==> src/rtl/clock_divider_multi.sv <==
// clock_divider_multi: runtime-programmable multi-channel clock divider.
// Each channel has shadowed divisor/high-time updates and a shared sync realignment.
`default_nettype none

module clock_divider_multi #(
  parameter int CHANNELS        = 2,
  parameter int WIDTH           = 8,
  parameter int DEFAULT_DIVISOR = 4
) (
  input  logic                      clock,
  input  logic                      reset_n,
  input  logic [CHANNELS-1:0]       enable,
  input  logic [CHANNELS-1:0]       load,
  input  logic [CHANNELS*WIDTH-1:0] divisor_in,
  input  logic [CHANNELS*WIDTH-1:0] high_in,
  input  logic                      sync,
  output logic [CHANNELS-1:0]       clock_divided,
  output logic [CHANNELS-1:0]       period_start,
  output logic [CHANNELS-1:0]       pending
);

  typedef enum logic [1:0] {
    IDLE     = 2'd0,
    RUN      = 2'd1,
    STOPPING = 2'd2
  } state_t;

  localparam logic [WIDTH-1:0] RESET_D = WIDTH'(DEFAULT_DIVISOR);
  localparam logic [WIDTH-1:0] RESET_H = WIDTH'(DEFAULT_DIVISOR / 2);
  localparam logic [WIDTH-1:0] ONE     = WIDTH'(1);
  localparam logic [WIDTH-1:0] TWO     = WIDTH'(2);

  for (genvar i = 0; i < CHANNELS; i++) begin : g_ch
    state_t           state, state_nx;
    logic [WIDTH-1:0] cnt, cnt_nx;
    logic [WIDTH-1:0] act_d, act_d_nx, act_h, act_h_nx;
    logic [WIDTH-1:0] sh_d, sh_d_nx, sh_h, sh_h_nx;
    logic             pend, pend_nx;
    logic             div_q, start_q;
    logic [WIDTH-1:0] d_eff, d_eff_nx, h_eff_nx;
    logic             wrap, boundary, running_nx;
    logic [WIDTH-1:0] d_load, h_load;

    assign d_load = divisor_in[i*WIDTH +: WIDTH];
    assign h_load = high_in[i*WIDTH +: WIDTH];

    always_comb begin
      state_nx = state;
      cnt_nx   = cnt;
      boundary = 1'b0;
      act_d_nx = act_d;
      act_h_nx = act_h;
      sh_d_nx  = sh_d;
      sh_h_nx  = sh_h;
      pend_nx  = pend;

      d_eff = (act_d < TWO) ? TWO : act_d;
      wrap  = (cnt == d_eff - ONE);

      case (state)
        IDLE: begin
          // The start edge is an application point for shadowed settings.
          if (enable[i]) begin
            state_nx = RUN;
            cnt_nx   = '0;
            boundary = 1'b1;
          end
        end
        RUN: begin
          boundary = sync || wrap;
          cnt_nx   = boundary ? '0 : cnt + ONE;
          if (!enable[i]) state_nx = STOPPING;
        end
        STOPPING: begin
          boundary = sync || wrap;
          cnt_nx   = boundary ? '0 : cnt + ONE;
          if (enable[i])     state_nx = RUN;
          else if (boundary) state_nx = IDLE;
        end
        default: begin
          state_nx = IDLE;
          cnt_nx   = '0;
        end
      endcase

      // A load landing on a boundary bypasses the shadow entirely.
      if (boundary) begin
        if (load[i]) begin
          act_d_nx = d_load;
          act_h_nx = h_load;
          pend_nx  = 1'b0;
        end else if (pend) begin
          act_d_nx = sh_d;
          act_h_nx = sh_h;
          pend_nx  = 1'b0;
        end
      end else if (load[i]) begin
        sh_d_nx = d_load;
        sh_h_nx = h_load;
        pend_nx = 1'b1;
      end

      running_nx = (state_nx != IDLE);
      d_eff_nx   = (act_d_nx < TWO) ? TWO : act_d_nx;
      h_eff_nx   = (act_h_nx < d_eff_nx) ? act_h_nx : d_eff_nx;
    end

    always_ff @(posedge clock or negedge reset_n) begin
      if (!reset_n) begin
        state   <= IDLE;
        cnt     <= '0;
        act_d   <= RESET_D;
        act_h   <= RESET_H;
        sh_d    <= '0;
        sh_h    <= '0;
        pend    <= 1'b0;
        div_q   <= 1'b0;
        start_q <= 1'b0;
      end else begin
        state   <= state_nx;
        cnt     <= cnt_nx;
        act_d   <= act_d_nx;
        act_h   <= act_h_nx;
        sh_d    <= sh_d_nx;
        sh_h    <= sh_h_nx;
        pend    <= pend_nx;
        div_q   <= running_nx && (cnt_nx < h_eff_nx);
        start_q <= running_nx && (cnt_nx == '0);
      end
    end

    assign clock_divided[i] = div_q;
    assign period_start[i]  = start_q;
    assign pending[i]       = pend;
  end

endmodule

`default_nettype wire
==> config.mk <==
export PLATFORM = sky130hd
export DESIGN_NAME = clock_divider_multi
export DESIGN_NICKNAME = d
export VERILOG_FILES = /design/src/rtl/clock_divider_multi.sv
export SDC_FILE = /design/constraint.sdc
export NUM_CORES = 1
export LEC_CHECK = 0
export BUFFER_PORTS_ARGS = -buffer_cell sky130_fd_sc_hd__buf_2
export CAP_MARGIN = 30
export CORE_MARGIN = 4
export CORE_UTILIZATION = 61
export DETAILED_ROUTE_END_ITERATION = 6
export GPL_ROUTABILITY_DRIVEN = 0
export MAX_ROUTING_LAYER = met4
export PLACE_DENSITY = 0.89
export SLEW_MARGIN = 0
export SYNTH_ARGS = -nofsm -noshare
export SYNTH_HDL_FRONTEND = slang
export SYNTH_SLANG_ARGS = --single-unit
export TNS_END_PERCENT = 50
==> constraint.sdc <==
create_clock -name clock -period 15.8 [get_ports clock]
set_input_delay 2.37 -clock clock [delete_from_list [all_inputs] [get_ports clock]]
set_output_delay 2.37 -clock clock [all_outputs]
set_load 0.05 [all_outputs]
==> flow_summary.toml, run 1 <==
[status]
status = "finished clean"

[finish]
final_core_util_pct = 67.48
drive_gt1_share_pct = 16.79
antenna_cells_inserted = 0
fin_nets = 771
area_growth_pct = 6.849

[grt]
grt_overflow = 0
grt_pass1_wl_um = 25070
grt_antenna_before_repair = 0
grt_max_degree = 71
grt_pass1_vias = 5265
grt_usage_pct = 27.03

[sta]
slew_violations = 0
worst-slew-pin-transition_ns = 0.9360
tns_ns = 0
finalHoldViolCount = 0
rsz0062_at_grt = "no"
fmax_mhz = 140.5
fin_skew_ns = 0.006832
finalCriticalPeriod_ns = 7.116
finalSetupViolCount = 0
worst_slack_ns = 8.684
period_share_pct = 45.04
slew_headroom_pct = 37.60

[setup_path]
critPathCaptureType = "flip-flop"
cp_data_required_time_ns = 16.11
cp_max_fo = 13
worstPathArrival_ns = 7.43
critPathKind = "flip-flop to flip-flop"
start_kind = "flip-flop"
rrSetupSlack_ns = 8.68

[logic_synthesis]
syn-cell-area_sq_um = 6230
synthTopCellsByArea = "dfrtp_1, ha_1, mux2_2, o21ai_0, mux2i_1"
synth_ff_type = "dfrtp_1"
ys_types = 69
synth_edf_count = 0
ys_warn_count = 0
ys_ff_latch = 90
synth-async-reset-ratio_pct = 100.0
syn-num-nets = 754
avgSynthCellArea_sq_um = 9.229
synth_top_area_share_pct = 34.55
synth_seq_area_share_pct = 36.23
synth_cells = 675
synth_largest_area_cell = "dfrtp_1"

[clock_tree]
clkTransAtPathRegs_ns = 0.09
htree_levels = 3
post-cts-setup-buffer-count = 0
cts.sinks = 90
clock_path_buffers = 2
cts_tree = "done"
ctsResizeCount = 0
holdBufCountCts = 0
clock_latency_ns = 0.37
cts_root_buf = "clkbuf_8"
cts_made_buffers = 9

[placement]
port_buffers = 44
dpl_worst_slack_ns = 8.888
dp_hpwl_um = 11160

[die]
fp-row-count = 36
fp.dieW_um = 109.1
pin_count = 45
die_h_um = 109.1
start_util_pct = 63.15
coreArea_sq_um = 9864
die_area_sq_um = 11890

[pwr]
p_int_mw = 0.8009
power_frac_seq_pct = 29.1
power_frac_clock_pct = 9.8
switching_power_mw = 0.7309
pwr-share-comb_pct = 61.1
p_sw_share_pct = 47.72
p_leak_nw = 3.016
p_per_area_nw_per_um2 = 230.1
vdd_drop_max_mv = 0.1239

[routing]
drt_iter0_drc = 432
drc = 0
ant_nets = 0
wl_um = 14830
num_vias = 5434
wl_per_cell_um = 17.87
drtPass1Iterations = 7
vias_per_cell = 6.547

[worst_hold_path]
hold_class = "flip-flop to flip-flop"

[job]
drv_cap = 0
-- synthesized netlist by cell type, drive strengths merged, types with 9 or more instances --
master,instances
dfrtp,86
o21ai,53
nor2,51
a21oi,41
ha,40
nand2,40
inv,34
mux2,34
a22oi,29
clkbuf,29
mux2i,24
nor2b,22
a31oi,19
nand2b,12
xor2,12
buf,11
a211oi,10
nor3,10
a21o,9
nand3,9
-- per-layer routing --
layer | wire length (um) | GRT usage, % | vias up
li1 | - | - | 2505
met4 | 297 | 9.739 | 0
met5 | 0 | - | -
met2 | 7091 | 43.11 | 275
met1 | 6404 | 35.27 | 2616
met3 | 1039 | 3.848 | 38
-- state kept, by name, indices dropped and copies added, names as in the netlist --
name,flops
g_ch.act_d,16
g_ch.act_h,16
g_ch.cnt,16
g_ch.sh_d,16
g_ch.sh_h,16
g_ch.state,4
g_ch.div_q,2
g_ch.pend,2
g_ch.start_q,2
-- cell families (layout without fill, tap and decap cells) --
family | count (synthesis) | after routing | synth area share, %
compound gates | 204 | 204 | 22.39
simple gates | 192 | 192 | 15.87
flops | 90 | 90 | 36.23
buf+inv | 74 | 96 | 5.021
mux | 58 | 58 | 10.06
fa+ha+maj | 40 | 40 | 8.034
xor+xnor | 17 | 17 | 2.390
-- power by group through the flow --
stage | Combinational, mW | Sequential, mW | Clock, mW
floorplan | 0.778 | 0.387 | 0
global placement | 0.864 | 0.438 | 0
detailed placement | 0.914 | 0.445 | 0
CTS | 0.924 | 0.441 | 0.151
global route | 1.03 | 0.460 | 0.161
finish | 0.936 | 0.445 | 0.150
-- placed cells by master, fill, tap and decap left out, types with 19 or more instances in the layout --
cell	Yosys	layout
mux2i_1	24	24
o21ai_0	51	51
a22oi_1	28	28
nor2b_1	22	22
a21oi_1	40	40
inv_1	34	34
ha_1	40	40
mux2_2	33	33
nor2_1	51	51
buf_2	4	43
a31oi_1	19	19
dfrtp_1	86	86
nand2_1	40	40
-- stage by stage --
stage	instances	power (mW)	hold slack (ns)	cell area [sq um]
4_1_cts	830	1.517	0.4964	6656
5_1_grt	830	1.654	0.5348	6656
2_1_floorplan	675	1.165	0.4504	6230
6_report	830	1.532	0.4908	6656
3_5_place_dp	814	1.359	0.4770	6474
3_3_place_gp	813	1.302	0.4710	6446
-- area by class of cell --
class                      count  area, sq um
tap                          133        166.4
fill                         694         3208
sequential                    90         2257
clock inverter                 2        10.01
multi-input combinational    511         3665
inverter                      34        127.6
timing repair buffer          46        257.7
clock buffer                  14        172.7
-- worst max-delay path, stage by stage (launching register included) --
cell and delay, ns:
dfrtp_1 0.49, or3_1 0.46, o31ai_1 0.44, ha_1 0.31, or4bb_1 0.49, nand2_1 0.08
o31ai_1 0.08, a2111oi_2 0.66, o31a_1 0.54, a31oi_1 0.17, o21ai_0 0.51, ha_1 0.36
a21oi_1 0.16, nor2b_1 0.07, o21ai_0 0.15, nand2_1 0.09, a211oi_1 0.28, a21o_1 0.39
mux2i_1 0.24, ha_1 0.27, a21o_1 0.18, a21o_1 0.17, a211oi_1 0.24, o311a_1 0.20
-- final timing paths --
| path | from | end | depth (start not counted) |
|---|---|---|---|
| max reg2reg | g_ch[0].act_d[3] | g_ch[0].div_q | 23 |
| min reg2reg | g_ch[1].sh_d[3] | g_ch[1].sh_d[3] | 2 |
| min in group asynchronous | reset_n | g_ch[1].sh_h[2] | 1 |
| max in group asynchronous | reset_n | g_ch[0].act_d[2] | 2 |
| max | g_ch[0].act_d[3] | g_ch[0].div_q | 23 |
| min | g_ch[1].sh_d[3] | g_ch[1].sh_d[3] | 2 |
Note: power is estimated with default switching activity, not from simulation.
==> run 2, diff against run 1 <==
Clock period 15.8 ns to 7.4 ns, I/O delays scaled along.
==> flow_summary.toml, run 2 (synthesis results as in run 1) <==
[status]
status = "finished clean"

[routing]
wl_um = 15610
num_vias = 5479
wl_per_cell_um = 18.80
drtPass1Iterations = 5
ant_nets = 0
drc = 0
vias_per_cell = 6.601
drt_iter0_drc = 555

[finish]
final_cell_mix = "dfrtp_1, o21ai_0, nor2_1, buf_2"
final_cell_area_sq_um = 6660
final_common_cell = "dfrtp_1"
multi_input_area_sq_um = 3682
antenna_cells_inserted = 0
nFillCells = 720
drive_gt1_share_pct = 17.07
area_growth_pct = 6.909
register_area_sq_um = 2257
fin_nets = 771

[sta]
slew_headroom_pct = 36.07
finalCriticalPeriod_ns = 6.798
worst-slew-pin-transition_ns = 0.9589
finalSetupViolCount = 0
finalHoldViolCount = 0
fmax_mhz = 147.1
fin_skew_ns = 0.01344
period_share_pct = 91.86
tns_ns = 0
rsz0062_at_grt = "no"
slew_violations = 0

[setup_path]
crit_top_cell = "ha_1"
worstPathArrival_ns = 7.06
reg2regPathDepth = 23
cp_slowest_cell = "nor4_1"
rrSetupSlack_ns = 0.60
cp_data_required_time_ns = 7.66
r2r-end = "g_ch[1].div_q"
start_kind = "flip-flop"
critical_path_buf_inv_count = 1
critPathKind = "flip-flop to flip-flop"
cp_max_fo = 15
critPathCaptureType = "flip-flop"
cpLargestDelayFamily = "compound AO/OA/AOI/OAI gates"
slowest_delay_ns = 0.58
crit_chain = "nor4_1, a21boi_0, inv_1, ha_1, xor2_1, o221ai_1, a2111oi_4, a41o_2, and2_1, a22oi_1, o21ai_0, ha_1, a21o_1, a21o_1, a211oi_1, nand2b_1, a221oi_2, a21oi_4, mux2_4, ha_1, nor3b_1, o221ai_1, a211oi_1"
r2r-start = "g_ch[1].act_d[6]"

[grt]
grt_usage_pct = 28.51
grt_max_degree = 64
grt_antenna_before_repair = 0
grt_overflow = 0
grt_pass1_wl_um = 26220
grt_pass1_vias = 5448

[clock_tree]
post-cts-setup-buffer-count = 0
holdBufCountCts = 0
clkTransAtPathRegs_ns = 0.09
ctsResizeCount = 0
clock_latency_ns = 0.37
cts_root_buf = "clkbuf_8"
cts.sinks = 90
cts_made_buffers = 9
clock_path_buffers = 2
htree_levels = 3
cts_tree = "done"

[pwr]
switching_power_mw = 1.619
power_frac_seq_pct = 28.5
p_sw_share_pct = 48.28
p_leak_nw = 3.008
p_int_mw = 1.735
vdd_drop_max_mv = 0.3287
power_frac_clock_pct = 10.0
pwr-share-comb_pct = 61.5
p_per_area_nw_per_um2 = 503.6

[placement]
placed_area_sq_um = 6454
dp_hpwl_um = 11580
port_buffers = 44

[worst_hold_path]
hold_depth = 2
min-delay-start = "g_ch[1].sh_d[3]"
hold_class = "flip-flop to flip-flop"
whs_endpoint = "g_ch[1].sh_d[3]"

[job]
drv_cap = 0

[die]
fp.dieW_um = 109.1
die_area_sq_um = 11890
fp-row-count = 36
start_util_pct = 63.15
coreArea_sq_um = 9864
die_h_um = 109.1
pin_count = 45
-- run 2: final cells by class --
class / count / area share (%)
Sequential cell: 90 / 33.89
Multi-Input combinational cell: 511 / 55.29
Tap cell: 133 / 2.499
Inverter: 34 / 1.916
Clock buffer: 13 / 2.236
Clock inverter: 3 / 0.6012
Timing Repair Buffer: 46 / 3.569
-- run 2: metrics by stage --
step	hold WS (ns)	utilization, %	cells	total power, mW	setup WS (ns)
3_3_place_gp	0.4689	65.42	814	2.786	1.008
5_1_grt	0.5261	67.52	830	3.621	0.09674
6_report	0.4997	67.52	830	3.354	0.6020
3_5_place_dp	0.4813	65.42	814	2.942	0.4365
2_1_floorplan	0.4504	-	675	2.488	1.349
4_1_cts	0.4996	67.34	830	3.306	0.3145
-- run 2: power groups by stage --
stage	Combinational (mW)	Clock [mW]	Sequential, mW
4_1_cts	2.02	0.340	0.947
3_5_place_dp	1.99	0	0.954
2_1_floorplan	1.66	0	0.827
3_3_place_gp	1.85	0	0.933
6_report	2.06	0.336	0.957
5_1_grt	2.28	0.358	0.984
-- run 2: worst max path at each step --
stage,from,endpoint,slack [ns],cells past startpoint
floorplan,g_ch[0].act_d[3],g_ch[0].div_q,1.35,27
global placement,g_ch[1].act_d[6],g_ch[1].div_q,1.01,23
detailed placement,g_ch[0].act_d[3],g_ch[0].div_q,0.44,25
CTS,g_ch[0].act_d[3],g_ch[0].div_q,0.31,25
global route,g_ch[0].act_d[3],g_ch[0].div_q,0.1,25
finish,g_ch[1].act_d[6],g_ch[1].div_q,0.60,23
-- run 2: per-layer routing --
| metal | routed length [um] | global-route usage (%) | part of all wire (%) |
|---|---|---|---|
| met3 | 1022 | 3.079 | 6.5 |
| met1 | 6465 | 37.21 | 41 |
| met4 | 454 | 11.36 | 2.9 |
| met5 | 0 | - | 0 |
| met2 | 7662 | 45.70 | 49 |
-- run 2: worst register-to-register path: stages, from the launching register on --
cell,delay [ns]
dfrtp_1,0.50
nor4_1,0.58
a21boi_0,0.29
inv_1,0.12
ha_1,0.24
xor2_1,0.15
o221ai_1,0.18
a2111oi_4,0.49
a41o_2,0.49
and2_1,0.36
a22oi_1,0.11
o21ai_0,0.21
ha_1,0.33
a21o_1,0.16
a21o_1,0.18
a211oi_1,0.38
nand2b_1,0.13
a221oi_2,0.29
a21oi_4,0.17
mux2_4,0.32
ha_1,0.19
nor3b_1,0.27
o221ai_1,0.22
a211oi_1,0.32
==> run 3, diff against run 2 <==
Settings changed: BUFFER_PORTS_ARGS -buffer_cell sky130_fd_sc_hd__buf_2 to -buffer_cell sky130_fd_sc_hd__buf_4, CELL_PAD_IN_SITES_DETAIL_PLACEMENT set to 2, CELL_PAD_IN_SITES_GLOBAL_PLACEMENT set to 2, CORE_UTILIZATION 61 to 39, SKIP_CTS_REPAIR_TIMING set to 1.
==> flow_summary.toml, run 3 (synthesis results as in run 1) <==
[routing]
drtPass1Iterations = 4
ant_nets = 0
drt_iter0_drc = 294
wl_per_cell_um = 23.88
num_vias = 5558
wl_um = 21900
drc = 0
vias_per_cell = 6.061

[grt]
grt_overflow = 0
grt_pass1_wl_um = 35400
grt_usage_pct = 25.51
grt_max_degree = 62
grt_antenna_before_repair = 0
grt_pass1_vias = 6357

[die]
die_area_sq_um = 18060
start_util_pct = 40.38
fp.dieW_um = 134.4
pin_count = 45
coreArea_sq_um = 15430
fp-row-count = 45
die_h_um = 134.4

[sta]
finalHoldViolCount = 0
finalCriticalPeriod_ns = 6.929
fin_skew_ns = 0.01520
period_share_pct = 93.64
tns_ns = 0
finalSetupViolCount = 0
slew_headroom_pct = 41.84
fmax_mhz = 144.3
slew_violations = 0
worst-slew-pin-transition_ns = 0.8665
rsz0062_at_grt = "no"

[clock_tree]
cts_tree = "done"
cts.sinks = 90
clkTransAtPathRegs_ns = 0.07
cts_root_buf = "clkbuf_16"
htree_levels = 3
cts_made_buffers = 9
clock_path_buffers = 2
clock_latency_ns = 0.36

[setup_path]
critPathCaptureType = "flip-flop"
critPathKind = "flip-flop to flip-flop"
cp_max_fo = 7
start_kind = "flip-flop"
cp_data_required_time_ns = 7.65
worstPathArrival_ns = 7.18

[pwr]
vdd_drop_max_mv = 0.2413
fin_total_pwr_mw = 3.770
p_leak_nw = 3.143
p_per_area_nw_per_um2 = 532.8

[placement]
dp_hpwl_um = 16490
port_buffers = 44

[finish]
fin_nets = 780
final_cell_mix = "dfrtp_1, buf_4, nor2_1, o21ai_0"
area_growth_pct = 13.58
final_common_cell = "dfrtp_1"
antenna_cells_inserted = 0
drive_gt1_share_pct = 18.41
nFillCells = 1684

[job]
drv_cap = 0

[worst_hold_path]
hold_class = "flip-flop to flip-flop"

[status]
status = "finished clean"
[run 3: cell count changes in the layout (fill, tap and decap cells not counted), sizes merged]
cell / change
clkbuf: -3
clkinv: -1
clkinvlp: +2
buf: +9
inv: +2
[run 3: routing by layer]
layer / up-vias / wire length (um) / global-route usage (%)
met4: 0 / 683 / 9.898
met1: 2869 / 8967 / 29.02
met3: 47 / 519 / 2.888
met2: 121 / 11730 / 45.89
li1: 2521 / - / -
met5: - / 0 / -
[run 3: through the flow]
stage,hold WS [ns],area (sq um),util [%],instances,worst slack [ns]
after floorplan,0.4504,6230,-,675,1.349
after global placement,0.4673,6719,43.55,900,0.8691
after detailed placement,0.4762,6746,43.73,901,0.2241
after CTS,0.5004,7049,45.69,917,0.1147
after global routing,0.5126,7076,45.86,917,0.1257
final,0.5020,7076,45.86,917,0.4709
[run 3: cell type report]
class | count | area [sq um] | area share, %
repair buffers | 55 | 432.9 | 6.118
flip-flops and latches | 90 | 2257 | 31.90
multi-input cells | 511 | 3691 | 52.17
clock buffers | 10 | 229.0 | 3.236
clock inverters | 6 | 73.82 | 1.043
inverters | 34 | 127.6 | 1.804
well taps | 211 | 264.0 | 3.731
[run 3: worst paths after layout]
| path | from | end | slack [ns] | depth (start not counted) |
|---|---|---|---|---|
| max in group asynchronous | reset_n | g_ch[1].sh_h[0] | 5.50 | 2 |
| setup / recovery | g_ch[1].act_d[7] | g_ch[1].div_q | 0.47 | 25 |
| hold / removal | g_ch[0].act_h[0] | g_ch[0].act_h[0] | 0.50 | 1 |
| setup reg to reg | g_ch[1].act_d[7] | g_ch[1].div_q | 0.47 | 25 |
| hold reg to reg | g_ch[0].act_h[0] | g_ch[0].act_h[0] | 0.50 | 1 |
| min in group asynchronous | reset_n | g_ch[1].div_q | 0.70 | 1 |
[run 3: critical path, stage by stage (launching register included)]
cell and delay, ns:
dfrtp_1 0.48, nor4_2 0.52, a21boi_0 0.26, inv_1 0.12
ha_1 0.26, and3_1 0.20, o221ai_1 0.15, a2111oi_4 0.51
a41o_2 0.39, and2_1 0.37, a22oi_1 0.13, o21ai_0 0.28
ha_1 0.35, a21o_1 0.17, a21o_1 0.17, a211oi_1 0.52
nand2b_1 0.14, a221oi_2 0.29, a21oi_4 0.17, mux2i_1 0.26
ha_1 0.31, a21oi_1 0.20, nor2b_1 0.08, o21ai_0 0.21
nand2_1 0.08, a211oi_1 0.21
[run 3: where the power goes]
part	total, mW	internal [mW]	switching, mW
clock network	0.492	0.267	0.225
logic	2.34	0.934	1.41
registers	0.936	0.714	0.222
